[src/rtl/namco108_bank_unit.sv]
// Namco-108 bank register file with selectable CHR layout, optional A12 scanline IRQ
// counter and a byte-wide save-state port.
module namco108_bank_unit #(
   parameter int unsigned PRG_W    = 6,
   parameter int unsigned CHR_W    = 6,
   parameter int unsigned CHR_MODE = 0,
   parameter int unsigned IRQ_EN   = 0,
   parameter int unsigned FILT     = 8
) (
   input  logic             clk,
   input  logic             rst,
   input  logic             wr_stb,
   input  logic [2:0]       wr_addr,
   input  logic [7:0]       wr_dat,
   input  logic [1:0]       cpu_a,
   input  logic [2:0]       ppu_a,
   output logic [PRG_W-1:0] prg_bank,
   output logic [CHR_W-1:0] chr_bank,
   output logic             irq,
   input  logic             ss_we,
   input  logic [7:0]       ss_addr,
   input  logic [7:0]       ss_din,
   output logic [7:0]       ss_dout
);

   localparam int unsigned FW = $clog2(FILT + 1);

   logic [7:0]    r_q [8];
   logic [7:0]    r_d [8];
   logic [2:0]    idx_q, idx_d;
   logic [7:0]    latch_q, latch_d;
   logic [7:0]    cnt_q, cnt_d;
   logic          reload_q, reload_d;
   logic          en_q, en_d;
   logic          pend_q, pend_d;
   logic [FW-1:0] filt_q, filt_d;
   logic          a12_q;
   logic          edge_c;
   logic [7:0]    cnt_new;
   logic [2:0]    chr_sel;

   // Next-state: save-state writes override CPU writes and suppress edge handling
   always_comb begin
      r_d      = r_q;
      idx_d    = idx_q;
      latch_d  = latch_q;
      cnt_d    = cnt_q;
      reload_d = reload_q;
      en_d     = en_q;
      pend_d   = pend_q;
      cnt_new  = cnt_q;
      filt_d   = ppu_a[2] ? '0 : ((filt_q == FW'(FILT)) ? filt_q : filt_q + FW'(1));
      edge_c   = ppu_a[2] && !a12_q && (filt_q == FW'(FILT));

      if (ss_we) begin
         if (ss_addr < 8'd8) begin
            r_d[ss_addr[2:0]] = ss_din;
         end else begin
            case (ss_addr)
               8'd8:    idx_d = ss_din[2:0];
               8'd9:    latch_d = ss_din;
               8'd10:   cnt_d = ss_din;
               8'd11: begin
                  reload_d = ss_din[2];
                  pend_d   = ss_din[1];
                  en_d     = ss_din[0];
               end
               default: ;
            endcase
         end
      end else begin
         if (wr_stb) begin
            case (wr_addr)
               3'b000: idx_d = wr_dat[2:0];
               3'b001: r_d[idx_q] = wr_dat;
               3'b100: latch_d = wr_dat;
               3'b101: reload_d = 1'b1;
               3'b110: begin
                  en_d   = 1'b0;
                  pend_d = 1'b0;
               end
               3'b111: en_d = 1'b1;
               default: ;
            endcase
         end
         // Same-cycle writes are already folded into reload_d/en_d; latch uses the old value
         if (edge_c) begin
            cnt_new  = ((cnt_q == 8'd0) || reload_d) ? latch_q : cnt_q - 8'd1;
            cnt_d    = cnt_new;
            reload_d = 1'b0;
            if ((cnt_new == 8'd0) && en_d) begin
               pend_d = 1'b1;
            end
         end
      end

      if (IRQ_EN == 0) begin
         latch_d  = '0;
         cnt_d    = '0;
         reload_d = 1'b0;
         en_d     = 1'b0;
         pend_d   = 1'b0;
      end
   end

   always_ff @(posedge clk) begin
      if (rst) begin
         for (int i = 0; i < 8; i++) begin
            r_q[i] <= '0;
         end
         idx_q    <= '0;
         latch_q  <= '0;
         cnt_q    <= '0;
         reload_q <= 1'b0;
         en_q     <= 1'b0;
         pend_q   <= 1'b0;
         filt_q   <= '0;
         a12_q    <= 1'b0;
      end else begin
         r_q      <= r_d;
         idx_q    <= idx_d;
         latch_q  <= latch_d;
         cnt_q    <= cnt_d;
         reload_q <= reload_d;
         en_q     <= en_d;
         pend_q   <= pend_d;
         filt_q   <= filt_d;
         a12_q    <= ppu_a[2];
      end
   end

   assign irq = pend_q;

   always_comb begin
      case (cpu_a)
         2'd0:    prg_bank = r_q[6][PRG_W-1:0];
         2'd1:    prg_bank = r_q[7][PRG_W-1:0];
         2'd2:    prg_bank = {{(PRG_W-1){1'b1}}, 1'b0};
         default: prg_bank = '1;
      endcase
   end

   // CHR window select; 2KB windows take the low address bit from ppu_a[0]
   always_comb begin
      chr_sel  = 3'd0;
      chr_bank = '0;
      if (CHR_MODE == 0) begin
         chr_sel  = 3'd2 + 3'(ppu_a[2:1]);
         chr_bank = {r_q[chr_sel][CHR_W-2:0], ppu_a[0]};
      end else if (!ppu_a[2]) begin
         chr_sel  = 3'(ppu_a[1]);
         chr_bank = {r_q[chr_sel][CHR_W-1:1], ppu_a[0]};
      end else begin
         chr_sel  = 3'd2 + 3'(ppu_a[1:0]);
         chr_bank = r_q[chr_sel][CHR_W-1:0];
      end
   end

   always_comb begin
      ss_dout = 8'hFF;
      if (ss_addr < 8'd8) begin
         ss_dout = r_q[ss_addr[2:0]];
      end else begin
         case (ss_addr)
            8'd8:    ss_dout = {5'b0, idx_q};
            8'd9:    ss_dout = latch_q;
            8'd10:   ss_dout = cnt_q;
            8'd11:   ss_dout = {5'b0, reload_q, pend_q, en_q};
            default: ss_dout = 8'hFF;
         endcase
      end
   end

endmodule

[config.mk]
export PLATFORM = sky130hd
export DESIGN_NAME = namco108_bank_unit
export DESIGN_NICKNAME = d
export VERILOG_FILES = /design/src/rtl/namco108_bank_unit.sv
export SDC_FILE = /design/constraint.sdc
export NUM_CORES = 1
export LEC_CHECK = 0
export BUFFER_PORTS_ARGS = -buffer_cell sky130_fd_sc_hd__buf_2
export CORE_MARGIN = 5
export CORE_UTILIZATION = 25
export DETAILED_ROUTE_END_ITERATION = 12
export PLACE_DENSITY = 0.39
export SYNTH_ARGS = -nofsm -noshare
export SYNTH_HDL_FRONTEND = slang
export SYNTH_SLANG_ARGS = --single-unit
export TNS_END_PERCENT = 5
[constraint.sdc]
create_clock -name clk -period 1.8 [get_ports clk]
set_clock_uncertainty 0.05 [all_clocks]
set_input_delay 0.09 -clock clk [delete_from_list [all_inputs] [get_ports clk]]
set_output_delay 0.09 -clock clk [all_outputs]
set_load 0.1 [all_outputs]
==> impl_metrics.csv, run 1 <==
group,metric,value,unit
outcome,status,"complete, but fails checks",
outcome,violations,"setup timing",
logic_synthesis,synthDistinctLibCells,41,
worst_hold_path,hold_depth,0,
critical_path,crit_type,"reg -> out",
critical_path,crit_chain,"mux4_2 > o21ai_2 > nand4_1 > buf_8",
global_routing,antenna_found_initial,0,
sta,hold_violations,0,
place,placed_cells,718,
sta,min_period,1830,ps
cells_and_area,area_delta_synth_final,22.7,%
cts,cts.htree.levels,3,
critical_path,max_stage_delay,500,ps
cells_and_area,fin_nets,536,
global_routing,first_global_vias,4265,
detailed_routing,ant_nets,0,
critical_path,slowest_stage,"mux4_2",
cts,clk_pin_slew_worst_paths,50,ps
power_and_ir_drop,ir_drop,0.386,mV
sta,setup_viol,3,
die,die_h,144,um
logic_synthesis,synth-async-reset-ratio,0,%
cts,cts_root_buf,"clkbuf_16",
critical_path,path_buf_inv,1,
critical_path,crit_fanout,3,
critical_path,critPathArrivalTime,1690,ps
logic_synthesis,syn_area,4470,um2
cells_and_area,fill_cells,1870,
detailed_routing,drt_pass1_iterations,5,
sta,fin_tns_setup,-37.3,ps
global_routing,gr-total-overflow,0,
logic_synthesis,synth.ff_latch_count,67,
place,dp_hpwl,12.2,mm
worst_hold_path,holdCritStartpoint,"ppu_a[0]",
run,drv_cap,0,
detailed_routing,drc,0,
worst_hold_path,holdCritPathClass,"in -> out",
logic_synthesis,avgSynthCellArea,9.87,um2
detailed_routing,wl_per_cell,22.5,um
critical_path,cp-start-kind,"flop",
power_and_ir_drop,cellLeakagePower,1.78,nW
cts,ctsHoldBuffers,0,
logic_synthesis,synth_top_area_cell,"dfxtp_1",
place,placed_area,5100,um2
die,core_area,17800,um2
detailed_routing,wirelength,16.5,mm
global_routing,grt_pass1_wl,25.5,mm
critical_path,ff2ff_path_depth,5,
sta,period_share,101,%
logic_synthesis,ys.warnings.count,0,
cts,cts.path.max_buffers,2,
die,initial_core_util,25.2,%
die,dieArea,20700,um2
global_routing,grt_max_degree,68,
cells_and_area,layout-drive-gt1-share,40.5,%
worst_hold_path,whs_endpoint,"chr_bank[0]",
logic_synthesis,yosysMostFrequentCell,"dfxtp_1",
global_routing,grt.total_usage,16.2,%
logic_synthesis,synth_top_area_share,30.0,%
logic_synthesis,ys_seq_area_share,30.0,%
cts,cts_buffers,9,
cells_and_area,final_util,30.9,%
critical_path,rr_startpoint,"idx_q[1]$_SDFFE_PP0P_",
place,numPortBuffers,53,
logic_synthesis,synthCells,453,
sta,fmax,0.548,GHz
logic_synthesis,syn-num-nets,489,
cells_and_area,final_area,5490,um2
cts,clkLatencyLatePin,330,ps
sta,holdWs,130,ps
detailed_routing,viasPerCell,5.54,
die,num_rows,49,
cells_and_area,regArea,1350,um2
cells_and_area,multi_input_area,2690,um2
logic_synthesis,synth_area_leaders,"dfxtp_1, a22oi_1, mux4_2, a211oi_2, a21oi_1",
cts,clock_sinks,67,
logic_synthesis,synth_edf_count,0,
critical_path,crit_required,1660,ps
critical_path,r2r_end,"r_q[22]$_SDFFE_PP0P_",
cells_and_area,fin_cells,733,
critical_path,ff2ff_setup_slack,110,ps
detailed_routing,drtIter0Drc,307,
power_and_ir_drop,pwr_density_cell,729,nW/um2
detailed_routing,vias,4060,
logic_synthesis,synth_commonest_cells,"dfxtp_1, a21oi_1, a22oi_1",
sta,fin_ws,-25.6,ps
sta,rsz0062_at_grt,"yes",
critical_path,cp_top_family,"multiplexers",
critical_path,end_kind,"output port",
die,die_w,144,um
die,pin_count,57,
sta,report.final.slew_viol_count,0,
cells_and_area,antenna_cells_inserted,0,
logic_synthesis,postSynth.topFlopCell,"dfxtp_1",
cts,cts_tree,"done",
place,gp_congestion,0.771,
layout by cell type, fill, tap and decap left out, drive strengths merged, types with 2 or more instances in the layout:
master / instances
nor3: 7
a21oi: 64
and4bb: 3
mux4: 21
a221oi: 3
nor2: 4
dfxtp: 67
or2: 8
nor2b: 9
bufinv: 2
o21ai: 8
clkinv: 2
and4b: 4
a22oi: 64
a211o: 5
clkbuf: 10
nor4b: 5
buf: 111
nor4bb: 3
nand2b: 4
nand3: 6
nor4: 2
and2: 8
a211oi: 64
nand2: 7
a31oi: 4
registers in the layout, summed over array words and instances, names as in the netlist:
name / flops
idx_q: 3
r_q: 64
timing repair:
action,CTS,global route
gates resized for setup,24,3
pin swaps,2,0
buffers inserted,0,0
setup endpoints to repair,15,6
logic make-up (layout without fill, tap and decap cells):
| kind of cell | after synthesis | in the layout | synth area share (%) |
|---|---|---|---|
| AO/OA/AOI/OAI | 213 | 213 | 35.9 |
| buffers and inverters | 75 | 126 | 10.7 |
| flip-flops | 67 | 67 | 30.0 |
| multiplexers | 21 | 21 | 10.6 |
| other | 1 | 1 | 0.0838 |
| AND/OR/NAND/NOR | 76 | 76 | 12.8 |
where the power goes:
| group | total [mW] | switching, mW | internal (mW) | leakage [nW] |
|---|---|---|---|---|
| sequential | 1.50 | 0.0110 | 1.49 | 0.542 |
| clock | 1.93 | 0.691 | 1.24 | 0.154 |
| combinational | 0.568 | 0.386 | 0.182 | 1.08 |
per-stage QoR:
stage | setup slack [ps] | power (mW)
2_1_floorplan | -112 | 1.93
3_3_place_gp | -4.08 | 2.09
3_5_place_dp | -23.8 | 2.10
4_1_cts | -59.0 | 4.03
5_1_grt | -66.5 | 4.13
6_report | -25.6 | 4.00
layout make-up:
type	instances	area share, %
multi-input cells	311	49.0
flip-flops and latches	67	24.5
clock inverters	5	1.41
well taps	229	5.22
repair buffers	111	15.5
clock buffers	10	4.35
routing by layer:
| metal | routed length, um | vias to the layer above | GRT usage, % |
|---|---|---|---|
| met5 | 0 | - | 0 |
| met4 | 435 | 0 | 6.49 |
| li1 | - | 1874 | - |
| met2 | 8610 | 125 | 29.0 |
| met1 | 6790 | 2033 | 19.4 |
| met3 | 690 | 28 | 2.30 |
worst max-delay path by stage:
stage	from	end	slack, ps	cells after the start
global placement	ss_addr[0]	ss_dout[7]	-4	5
finish	r_q[0]$_SDFFE_PP0P_	ss_dout[0]	-30	4
detailed placement	idx_q[1]$_SDFFE_PP0P_	r_q[22]$_SDFFE_PP0P_	-20	5
floorplan	r_q[0]$_SDFFE_PP0P_	ss_dout[0]	-110	3
CTS	r_q[24]$_SDFFE_PP0P_	ss_dout[0]	-60	4
global route	r_q[0]$_SDFFE_PP0P_	ss_dout[0]	-70	4
(Power assumes the default switching activity.)
==> run 2, diff against run 1 <==
- CORE_UTILIZATION: 25 -> 53
- PLACE_DENSITY: 0.39 -> 0.74
==> run 2 against run 1 <==
Wire length fell by 17%. Register-to-register slack better by 50 ps. Worst setup slack worse by 17 ps. Largest power group is now registers. Hold slack unchanged. Non-clock buffer count is 1 lower. Critical path depth unchanged. Clock power decreased by 33%. Total power down 16%. Largest cell class unchanged. Core utilization up 32 points. Fmax is 0.93% lower. The flow still finishes with violations (setup timing).
==> impl_metrics.csv, run 2 (synthesized netlist as in run 1, its figures left out) <==
group,metric,value,unit
outcome,status,"complete, but fails checks",
outcome,violations,"setup timing",
detailed_routing,drc,0,
global_routing,antenna_found_initial,0,
place,numPortBuffers,53,
worst_hold_path,hold_depth,0,
power_and_ir_drop,ir_drop,0.722,mV
cells_and_area,final_cell_mix,"a22oi_1, a21oi_1, dfxtp_1",
global_routing,gr-total-overflow,0,
die,pin_count,57,
sta,setup_viol,2,
place,dp_hpwl,10.1,mm
sta,period_share,102,%
sta,min_period,1840,ps
detailed_routing,wl_per_cell,22.6,um
global_routing,grt.total_usage,27.0,%
power_and_ir_drop,power,3.35,mW
sta,hold_violations,0,
cells_and_area,largest_register_ffs,64,
critical_path,cp-start-kind,"flop",
cells_and_area,antenna_cells_inserted,0,
cts,clkLatencyLatePin,340,ps
critical_path,crit_fanout,3,
global_routing,grt_max_degree,41,
critical_path,crit_type,"reg -> out",
sta,holdWs,130,ps
die,die_h,102,um
sta,fin_ws,-42.8,ps
global_routing,first_global_vias,4047,
cts,cts_buffers,9,
cells_and_area,reg_top3,"r_q: 64 flops, idx_q: 3 flops",
die,dieArea,10400,um2
critical_path,critPathArrivalTime,1700,ps
detailed_routing,drt_pass1_iterations,6,
critical_path,end_kind,"output port",
sta,fmax,0.543,GHz
cells_and_area,area_delta_synth_final,16.1,%
run,drv_cap,0,
power_and_ir_drop,cellLeakagePower,1.71,nW
detailed_routing,drtIter0Drc,487,
cells_and_area,fin_nets,535,
cts,cts_root_buf,"clkbuf_8",
detailed_routing,wirelength,13.8,mm
detailed_routing,vias,4201,
die,num_rows,33,
cts,clock_sinks,67,
power_and_ir_drop,pwr_density_cell,646,nW/um2
place,placed_area,4940,um2
global_routing,grt_pass1_wl,21.7,mm
critical_path,crit_required,1660,ps
cells_and_area,top_register,"r_q",
detailed_routing,ant_nets,0,
die,die_w,102,um
cts,cts.path.max_buffers,2,
worst_hold_path,holdCritPathClass,"in -> out",
cts,cts_tree,"done",
cts,clk_pin_slew_worst_paths,90,ps
cells_and_area,final_area,5190,um2
sta,report.final.slew_viol_count,0,
cts,ctsHoldBuffers,0,
critical_path,ff2ff_path_depth,6,
place,gp_congestion,0.908,
cells_and_area,layout-drive-gt1-share,40.3,%
die,core_area,8220,um2
detailed_routing,viasPerCell,6.90,
die,initial_core_util,54.4,%
cts,cts.htree.levels,3,
sta,rsz0062_at_grt,"yes",
run 2: final cells by class:
cell class	instances	area, um2
tap	105	131
fill	643	3030
multi-input combinational	311	2680
timing repair buffer	110	835
clock buffer	9	124
clock inverter	7	75.1
sequential	67	1350
run 2: repair_timing:
action / 4_1_cts / 5_1_grt
pin swaps: 1 / 1
buffers inserted: 0 / 0
resized for setup: 13 / 8
setup endpoints to repair: 6 / 35
run 2: stage by stage:
step                cells  utilization, %  TNS [ps]  worst slack [ps]
floorplan             453               -      -324              -112
global placement      593            60.2         0              65.2
detailed placement    593            60.2         0              10.2
CTS                   609            63.0     -35.4             -35.4
global route          609            63.2      -141             -62.9
finish                609            63.2     -65.5             -42.8
run 2: routing by layer:
metal | part of all wire (%) | global-route usage [%] | wire, um | vias up
met3 | 8.5 | 4.16 | 1180 | 60
met5 | 0 | 0 | 0 | -
met2 | 50 | 46.0 | 6910 | 253
met1 | 37 | 33.2 | 5080 | 2023
met4 | 4.4 | 13.8 | 604 | 0
li1 | - | - | - | 1865
run 2: where the power goes:
group          internal, mW  switching [mW]  total [mW]
logic                 0.181           0.369       0.549
registers              1.49          0.0117        1.50
clock network         0.647           0.656        1.30
total                  2.32            1.04        3.35
run 2: worst paths after layout:
| check | start | to | slack [ps] |
|---|---|---|---|
| hold / removal | ppu_a[0] | chr_bank[0] | 130 |
| hold reg to reg | r_q[45]$_SDFFE_PP0P_ | r_q[45]$_SDFFE_PP0P_ | 480 |
| setup / recovery | r_q[0]$_SDFFE_PP0P_ | ss_dout[0] | -40 |
| setup reg to reg | idx_q[0]$_SDFFE_PP0P_ | r_q[5]$_SDFFE_PP0P_ | 160 |
run 2: worst max-delay path, cell delays in order (launching register included):
cell	delay [ps]
dfxtp_2	340
mux4_2	480
o21ai_2	150
nand4_1	170
buf_12	210
